`src/rtl/uart_pkg.sv`:
```
// Shared definitions for the UART transmit path.
//   BAUD_W        width of the baud down-counter (max divisor 4095)
//   BAUD_DIV_DEF  default clocks per bit (12'hA2C)
//   tx_state_t    transmitter FSM encoding; PARITY exists only when
//                 UART_TX_PARITY_EN is defined
package uart_pkg;

  localparam int BAUD_W = 12;
  localparam logic [BAUD_W-1:0] BAUD_DIV_DEF = 12'hA2C;

  typedef enum logic [2:0] {
    IDLE   = 3'd0,
    START  = 3'd1,
    DATA   = 3'd2,
`ifdef UART_TX_PARITY_EN
    PARITY = 3'd3,
`endif
    STOP   = 3'd4
  } tx_state_t;

endpackage

```
`src/rtl/uart_sync_fifo.sv`:
```
// Synchronous FIFO with wrap-bit pointers; holds queued TX payloads.
//   clk, rst  clock / synchronous active-high reset (empties the FIFO)
//   push      write request; accepted when not full, or when full and a pop
//             happens in the same cycle
//   pop       read request; ignored while empty
//   wdata     entry to write
//   rdata     head entry (combinational, valid while !empty)
//   full      DEPTH entries held
//   empty     no entries held
module uart_sync_fifo #(
  parameter int WIDTH = 9,
  parameter int DEPTH = 4
) (
  input  logic             clk,
  input  logic             rst,
  input  logic             push,
  input  logic             pop,
  input  logic [WIDTH-1:0] wdata,
  output logic [WIDTH-1:0] rdata,
  output logic             full,
  output logic             empty
);

  localparam int AW = $clog2(DEPTH);

  logic [WIDTH-1:0] mem [DEPTH];
  logic [AW:0]      wptr;
  logic [AW:0]      rptr;
  logic             do_push;
  logic             do_pop;

  // Extra MSB distinguishes full from empty when the index bits match.
  assign empty   = (wptr == rptr);
  assign full    = (wptr[AW] != rptr[AW]) && (wptr[AW-1:0] == rptr[AW-1:0]);
  assign do_pop  = pop && !empty;
  assign do_push = push && (!full || do_pop);
  assign rdata   = mem[rptr[AW-1:0]];

  always_ff @(posedge clk) begin
    if (rst) begin
      wptr <= '0;
      rptr <= '0;
    end else begin
      if (do_push) wptr <= wptr + (AW+1)'(1);
      if (do_pop)  rptr <= rptr + (AW+1)'(1);
    end
  end

  always_ff @(posedge clk) begin
    if (do_push) mem[wptr[AW-1:0]] <= wdata;
  end

endmodule

```
`src/rtl/uart_tx_fifo.sv`:
```
// UART transmitter with an internal TX FIFO; sends queued frames gap-free.
// Optional parity: define UART_TX_PARITY_EN to add the parity_odd port and a
// parity bit after the data bits.
//   clk         system clock
//   rst         synchronous active-high reset; aborts any frame, drops queue
//   trmt        push request, tx_data captured when accepted
//   tx_data     payload, sent LSB first
//   parity_odd  0 = even, 1 = odd parity (UART_TX_PARITY_EN only)
//   tx_full     FIFO holds FIFO_DEPTH entries
//   tx_ovr      1-cycle pulse: trmt dropped because FIFO full and no pop
//   busy        FSM not IDLE
//   tx_done     1-cycle pulse as the last stop bit of each frame ends on TX
//   TX          registered serial line, idle high
module uart_tx_fifo import uart_pkg::*; #(
  parameter int DATA_W     = 8,
  parameter int BAUD_DIV   = int'(BAUD_DIV_DEF),
  parameter int STOP_BITS  = 1,
  parameter int FIFO_DEPTH = 4
) (
  input  logic              clk,
  input  logic              rst,
  input  logic              trmt,
  input  logic [DATA_W-1:0] tx_data,
`ifdef UART_TX_PARITY_EN
  input  logic              parity_odd,
`endif
  output logic              tx_full,
  output logic              tx_ovr,
  output logic              busy,
  output logic              tx_done,
  output logic              TX
);

`ifdef UART_TX_PARITY_EN
  localparam int FW = DATA_W + 1;
`else
  localparam int FW = DATA_W;
`endif
  localparam int BCW = $clog2(DATA_W + 1);
  localparam logic [BAUD_W-1:0] BAUD_RLD  = BAUD_W'(BAUD_DIV - 1);
  localparam logic [BCW-1:0]    LAST_DATA = BCW'(DATA_W - 1);
  localparam logic [BCW-1:0]    LAST_STOP = BCW'(STOP_BITS - 1);

  tx_state_t         state;
  logic [BAUD_W-1:0] baud_cnt;
  logic [BCW-1:0]    bit_cnt;
  logic [DATA_W-1:0] shift;
  logic              line;
  logic              done_int;
  logic [FW-1:0]     fifo_wdata;
  logic [FW-1:0]     fifo_rdata;
  logic              fifo_full;
  logic              fifo_empty;
  logic              bit_end;
  logic              stop_end;
  logic              pop;

`ifdef UART_TX_PARITY_EN
  logic par_bit;
  assign fifo_wdata = {parity_odd, tx_data};
`else
  assign fifo_wdata = tx_data;
`endif

  assign bit_end  = (baud_cnt == '0);
  assign stop_end = (state == STOP) && bit_end && (bit_cnt == LAST_STOP);
  // Pop from IDLE, or at the very end of the stop bits so the next start bit
  // follows without an idle gap.
  assign pop      = !fifo_empty && ((state == IDLE) || stop_end);

  uart_sync_fifo #(
    .WIDTH (FW),
    .DEPTH (FIFO_DEPTH)
  ) u_fifo (
    .clk   (clk),
    .rst   (rst),
    .push  (trmt),
    .pop   (pop),
    .wdata (fifo_wdata),
    .rdata (fifo_rdata),
    .full  (fifo_full),
    .empty (fifo_empty)
  );

  assign tx_full = fifo_full;
  assign busy    = (state != IDLE);

  always_ff @(posedge clk) begin
    if (rst) begin
      state    <= IDLE;
      baud_cnt <= '0;
      bit_cnt  <= '0;
      shift    <= '0;
      line     <= 1'b1;
      done_int <= 1'b0;
`ifdef UART_TX_PARITY_EN
      par_bit  <= 1'b0;
`endif
    end else begin
      done_int <= 1'b0;
      if (state != IDLE && !bit_end) baud_cnt <= baud_cnt - BAUD_W'(1);

      case (state)
        IDLE: ;
        START: if (bit_end) begin
          line     <= shift[0];
          bit_cnt  <= '0;
          baud_cnt <= BAUD_RLD;
          state    <= DATA;
        end
        DATA: if (bit_end) begin
          baud_cnt <= BAUD_RLD;
          if (bit_cnt == LAST_DATA) begin
`ifdef UART_TX_PARITY_EN
            line  <= par_bit;
            state <= PARITY;
`else
            line    <= 1'b1;
            bit_cnt <= '0;
            state   <= STOP;
`endif
          end else begin
            shift   <= shift >> 1;
            line    <= shift[1];
            bit_cnt <= bit_cnt + BCW'(1);
          end
        end
`ifdef UART_TX_PARITY_EN
        PARITY: if (bit_end) begin
          line     <= 1'b1;
          bit_cnt  <= '0;
          baud_cnt <= BAUD_RLD;
          state    <= STOP;
        end
`endif
        STOP: if (bit_end) begin
          if (bit_cnt == LAST_STOP) begin
            done_int <= 1'b1;
            baud_cnt <= '0;
            state    <= IDLE;
          end else begin
            bit_cnt  <= bit_cnt + BCW'(1);
            baud_cnt <= BAUD_RLD;
          end
        end
        default: state <= IDLE;
      endcase

      // Loading a new frame overrides the IDLE/STOP outcome above.
      if (pop) begin
        shift    <= fifo_rdata[DATA_W-1:0];
`ifdef UART_TX_PARITY_EN
        par_bit  <= (^fifo_rdata[DATA_W-1:0]) ^ fifo_rdata[DATA_W];
`endif
        line     <= 1'b0;
        baud_cnt <= BAUD_RLD;
        state    <= START;
      end
    end
  end

  // Output stage: the pin and tx_done are retimed from the FSM's line value,
  // so TX falls two edges after trmt and tx_done lines up with the end of the
  // stop bit on the pin. Every bit is delayed equally, so widths are exact.
  always_ff @(posedge clk) begin
    if (rst) begin
      TX      <= 1'b1;
      tx_done <= 1'b0;
      tx_ovr  <= 1'b0;
    end else begin
      TX      <= line;
      tx_done <= done_int;
      tx_ovr  <= trmt && fifo_full && !pop;
    end
  end

endmodule

```
`config.mk`:
```
export PLATFORM = sky130hd
export DESIGN_NAME = uart_tx_fifo
export DESIGN_NICKNAME = d
export VERILOG_FILES = /design/src/rtl/uart_pkg.sv /design/src/rtl/uart_sync_fifo.sv /design/src/rtl/uart_tx_fifo.sv
export SDC_FILE = /design/constraint.sdc
export NUM_CORES = 1
export LEC_CHECK = 0
export ABC_AREA = 0
export ABC_CLOCK_PERIOD_IN_PS = 1900
export BUFFER_PORTS_ARGS = -buffer_cell sky130_fd_sc_hd__buf_2
export CAP_MARGIN = 30
export CORE_AREA = 2 2 85 87
export CTS_CLUSTER_SIZE = 40
export DETAILED_ROUTE_END_ITERATION = 10
export DIE_AREA = 0 0 87 89
export PLACE_DENSITY_LB_ADDON = 0.05
export SLEW_MARGIN = 0
export SYNTH_ARGS = -nofsm -noshare
export SYNTH_HDL_FRONTEND = slang
export SYNTH_SLANG_ARGS = --single-unit
```
`constraint.sdc`:
```
create_clock -name clk -period 1.9 [get_ports clk]
set_input_delay 0.19 -clock clk [delete_from_list [all_inputs] [get_ports clk]]
set_output_delay 0.19 -clock clk [all_outputs]
set_load 0.005 [all_outputs]
```
==> results.sh <==
export IMPL_status="complete, but fails checks"
export IMPL_violations="setup timing"
export IMPL_syn_inst=278
export IMPL_min_path_type="in -> reg"
export IMPL_multi_input_area_sq_um=1450
export IMPL_synth_edff_count=32
export IMPL_hp_start="tx_data[7]"
export IMPL_regArea_sq_um=1770
export IMPL_finalMaxSlewViolations=0
export IMPL_fmax_mhz=520
export IMPL_layout_setup_ws_ps=-23.9
export IMPL_cts_sinks=72
export IMPL_setup_worst_path_start_class="flop"
export IMPL_drive_gt1_share_pct=34.3
export IMPL_die_area_sq_um=7740
export IMPL_die_w_um=87
export IMPL_firstDrtPassIters=4
export IMPL_max_slew_margin_pct=72.3
export IMPL_r2r_end="bit_cnt[0]$_SDFFE_PP0P_"
export IMPL_yosysWarningCount=0
export IMPL_path_class="reg -> reg"
export IMPL_vias=2266
export IMPL_syn_avg_cell_area_sq_um=11.6
export IMPL_grt_pass1_wl_mm=10.9
export IMPL_clock_skew_ps=11.1
export IMPL_route_detailed_vias_per_inst=5.34
export IMPL_ys_types=53
export IMPL_wl_met3_um=172
export IMPL_layout_min_cycle_time_ps=1920
export IMPL_fp_row_count=30
export IMPL_coreArea_sq_um=6720
export IMPL_ir_drop_mv=0.804
export IMPL_final_common_cell="buf_4"
export IMPL_hold_viol=0
export IMPL_r2r_start="baud_cnt[0]$_SDFF_PP0_"
export IMPL_cts_buffer_depth=2
export IMPL_wl_met1_mm=2.92
export IMPL_mostFrequentLayoutCells="buf_4, dfxtp_1, edfxtp_1"
export IMPL_crit_chain="inv_2 -> ha_4 -> nor3b_4 -> nand4_1 -> buf_4 -> a21o_1 -> buf_6 -> or3_1 -> a21oi_1"
export IMPL_fin_area_sq_um=4010
export IMPL_pin_count=16
export IMPL_p_leak_nw=1.48
export IMPL_hold_slack_ps=58.0
export IMPL_whs_path_depth=1
export IMPL_synth_seq_cells=72
export IMPL_wl_per_cell_um=15.1
export IMPL_initial_core_util_pct=47.9
export IMPL_path_clk_slew_ps=90
export IMPL_grt_max_degree=18
export IMPL_post_route_period_util_pct=101
export IMPL_syn_area_sq_um=3220
export IMPL_syn_nets=297
export IMPL_grt_use_total_pct=18.4
export IMPL_antennaDiodeCount=0
export IMPL_place_congestion=0.820
export IMPL_dpl_hpwl_mm=4.35
export IMPL_finalSetupTns_ps=-23.9
export IMPL_p_per_area_nw_per_um2=1420
export IMPL_rr_worst_depth=9
export IMPL_crit_fanout=4
export IMPL_clk_latency_ps=340
export IMPL_top_layer="met4"
export IMPL_whs_endpoint="u_fifo.mem[3][7]$_DFFE_PP_"
export IMPL_netlist_area_leader_share_pct=29.8
export IMPL_ant_nets=0
export IMPL_cts_buffers=9
export IMPL_antenna_found_initial=0
export IMPL_grt_pass1_vias=2234
export IMPL_crit_path_end_kind="flop"
export IMPL_nets=358
export IMPL_overflow=0
export IMPL_max_stage_delay_ps=330
export IMPL_worst_ep_required_time_ps=2180
export IMPL_htreeDepth=3
export IMPL_finalSetupViolations=1
export IMPL_wl_met2_mm=3.21
export IMPL_synth_top_area_cell="edfxtp_1"
export IMPL_die_h_um=89
export IMPL_preCtsSetupSlack_ps=-110
export IMPL_cts_root_buf="clkbuf_8"
export IMPL_worstMarginPinSlew_ps=415
export IMPL_critPathSlowestCell="dfxtp_2"
export IMPL_async_reset_ff_share_pct=0
export IMPL_ys_flop_type="dfxtp_1"
export IMPL_portBuffers=15
export IMPL_dpl_instance_area_sq_um=3690
export IMPL_r2r_setup_slack_ps=-20
export IMPL_cts_tree="done"
export IMPL_rsz0062_at_grt="yes"
export IMPL_cp_arrival_ps=2200
export IMPL_cap_violations=0
export IMPL_fillers=572
export IMPL_postRouteWirelength_mm=6.42
export IMPL_drc=0
export IMPL_drt_iter0_markers=71
export IMPL_area_growth_pct=24.4
export IMPL_synth_seq_area_share_pct=54.7
export IMPL_ys_top_cells_by_area="edfxtp_1, dfxtp_1, mux4_2"
-- critical path, delay by kind of cell (launching register included) --
kind            cells  cell delay [ps]
flops               1              330
simple gates        3              680
compound gates      2              340
buf+inv             3              390
fa+ha+maj           1              130
-- where the power goes --
part	switching (mW)	internal (mW)
combinational	1.15	1.19
sequential	0.236	1.89
clock	0.613	0.617
total	2.00	3.69
-- logic make-up after synthesis --
group           after synthesis  synth area share, %
xor+xnor                     12                 3.26
mux                          15                 7.77
fa+ha+maj                     8                 3.11
simple gates                 98                 17.8
buf+inv                      22                 3.46
flops                        72                 54.7
compound gates               51                 9.83
-- what timing repair did --
action,4_1_cts,5_1_grt
endpoints found under the setup margin,58,55
cloned,0,2
resized for setup,15,15
buffers inserted,4,3
hold buffers,0,0
pin swaps,5,12
endpoints found under the hold margin,0,0
-- registers in the layout (all words and copies together) (netlist names), named ones only --
register and count:
done_int 1, u_fifo.wptr 3, u_fifo.mem 32, TX 1
tx_ovr 1, baud_cnt 12, u_fifo.rptr 3, line 1
state 3, shift 8, tx_done 1, bit_cnt 4
-- synth_stat cells, types with 6 or more instances --
library cell,n
edfxtp_1,32
xnor2_1,8
o21ai_0,12
nor3_1,11
nand2_1,13
mux2i_1,7
a211oi_1,6
dfxtp_1,40
nor2_1,25
mux4_2,8
a21oi_1,21
inv_1,9
ha_1,8
-- layer usage --
metal | GRT usage (%) | vias to the layer above
met5 | 0 | -
met4 | 6.68 | 0
met3 | 4.34 | 12
met2 | 31.0 | 32
met1 | 23.4 | 1071
li1 | - | 1151
-- worst max-delay path by stage --
stage,from,endpoint,depth (start not counted)
floorplan,baud_cnt[0]$_SDFF_PP0_,u_fifo.mem[1][0]$_DFFE_PP_,7
global route,bit_cnt[0]$_SDFFE_PP0P_,shift[5]$_SDFFE_PP0P_,7
CTS,baud_cnt[1]$_SDFF_PP0_,bit_cnt[0]$_SDFFE_PP0P_,9
global placement,baud_cnt[0]$_SDFF_PP0_,bit_cnt[0]$_SDFFE_PP0P_,9
finish,baud_cnt[0]$_SDFF_PP0_,bit_cnt[0]$_SDFFE_PP0P_,9
detailed placement,baud_cnt[0]$_SDFF_PP0_,bit_cnt[3]$_SDFFE_PP0P_,8
-- metrics by stage --
step           util [%]  cells  total power, mW
2_1_floorplan         -    278             3.49
3_3_place_gp       55.0    402             4.22
3_5_place_dp       55.0    402             4.22
4_1_cts            59.3    422             5.60
5_1_grt            59.6    424             6.09
6_report           59.6    424             5.69
-- area by class of cell --
cell class | count | share of cell area [%]
Clock buffer | 9 | 3.09
Clock inverter | 7 | 1.91
Inverter | 10 | 0.937
Multi-Input combinational cell | 185 | 36.1
Sequential cell | 72 | 44.1
Tap cell | 80 | 2.50
Timing Repair Buffer | 61 | 11.3
Power figures use the tool's default switching activity.
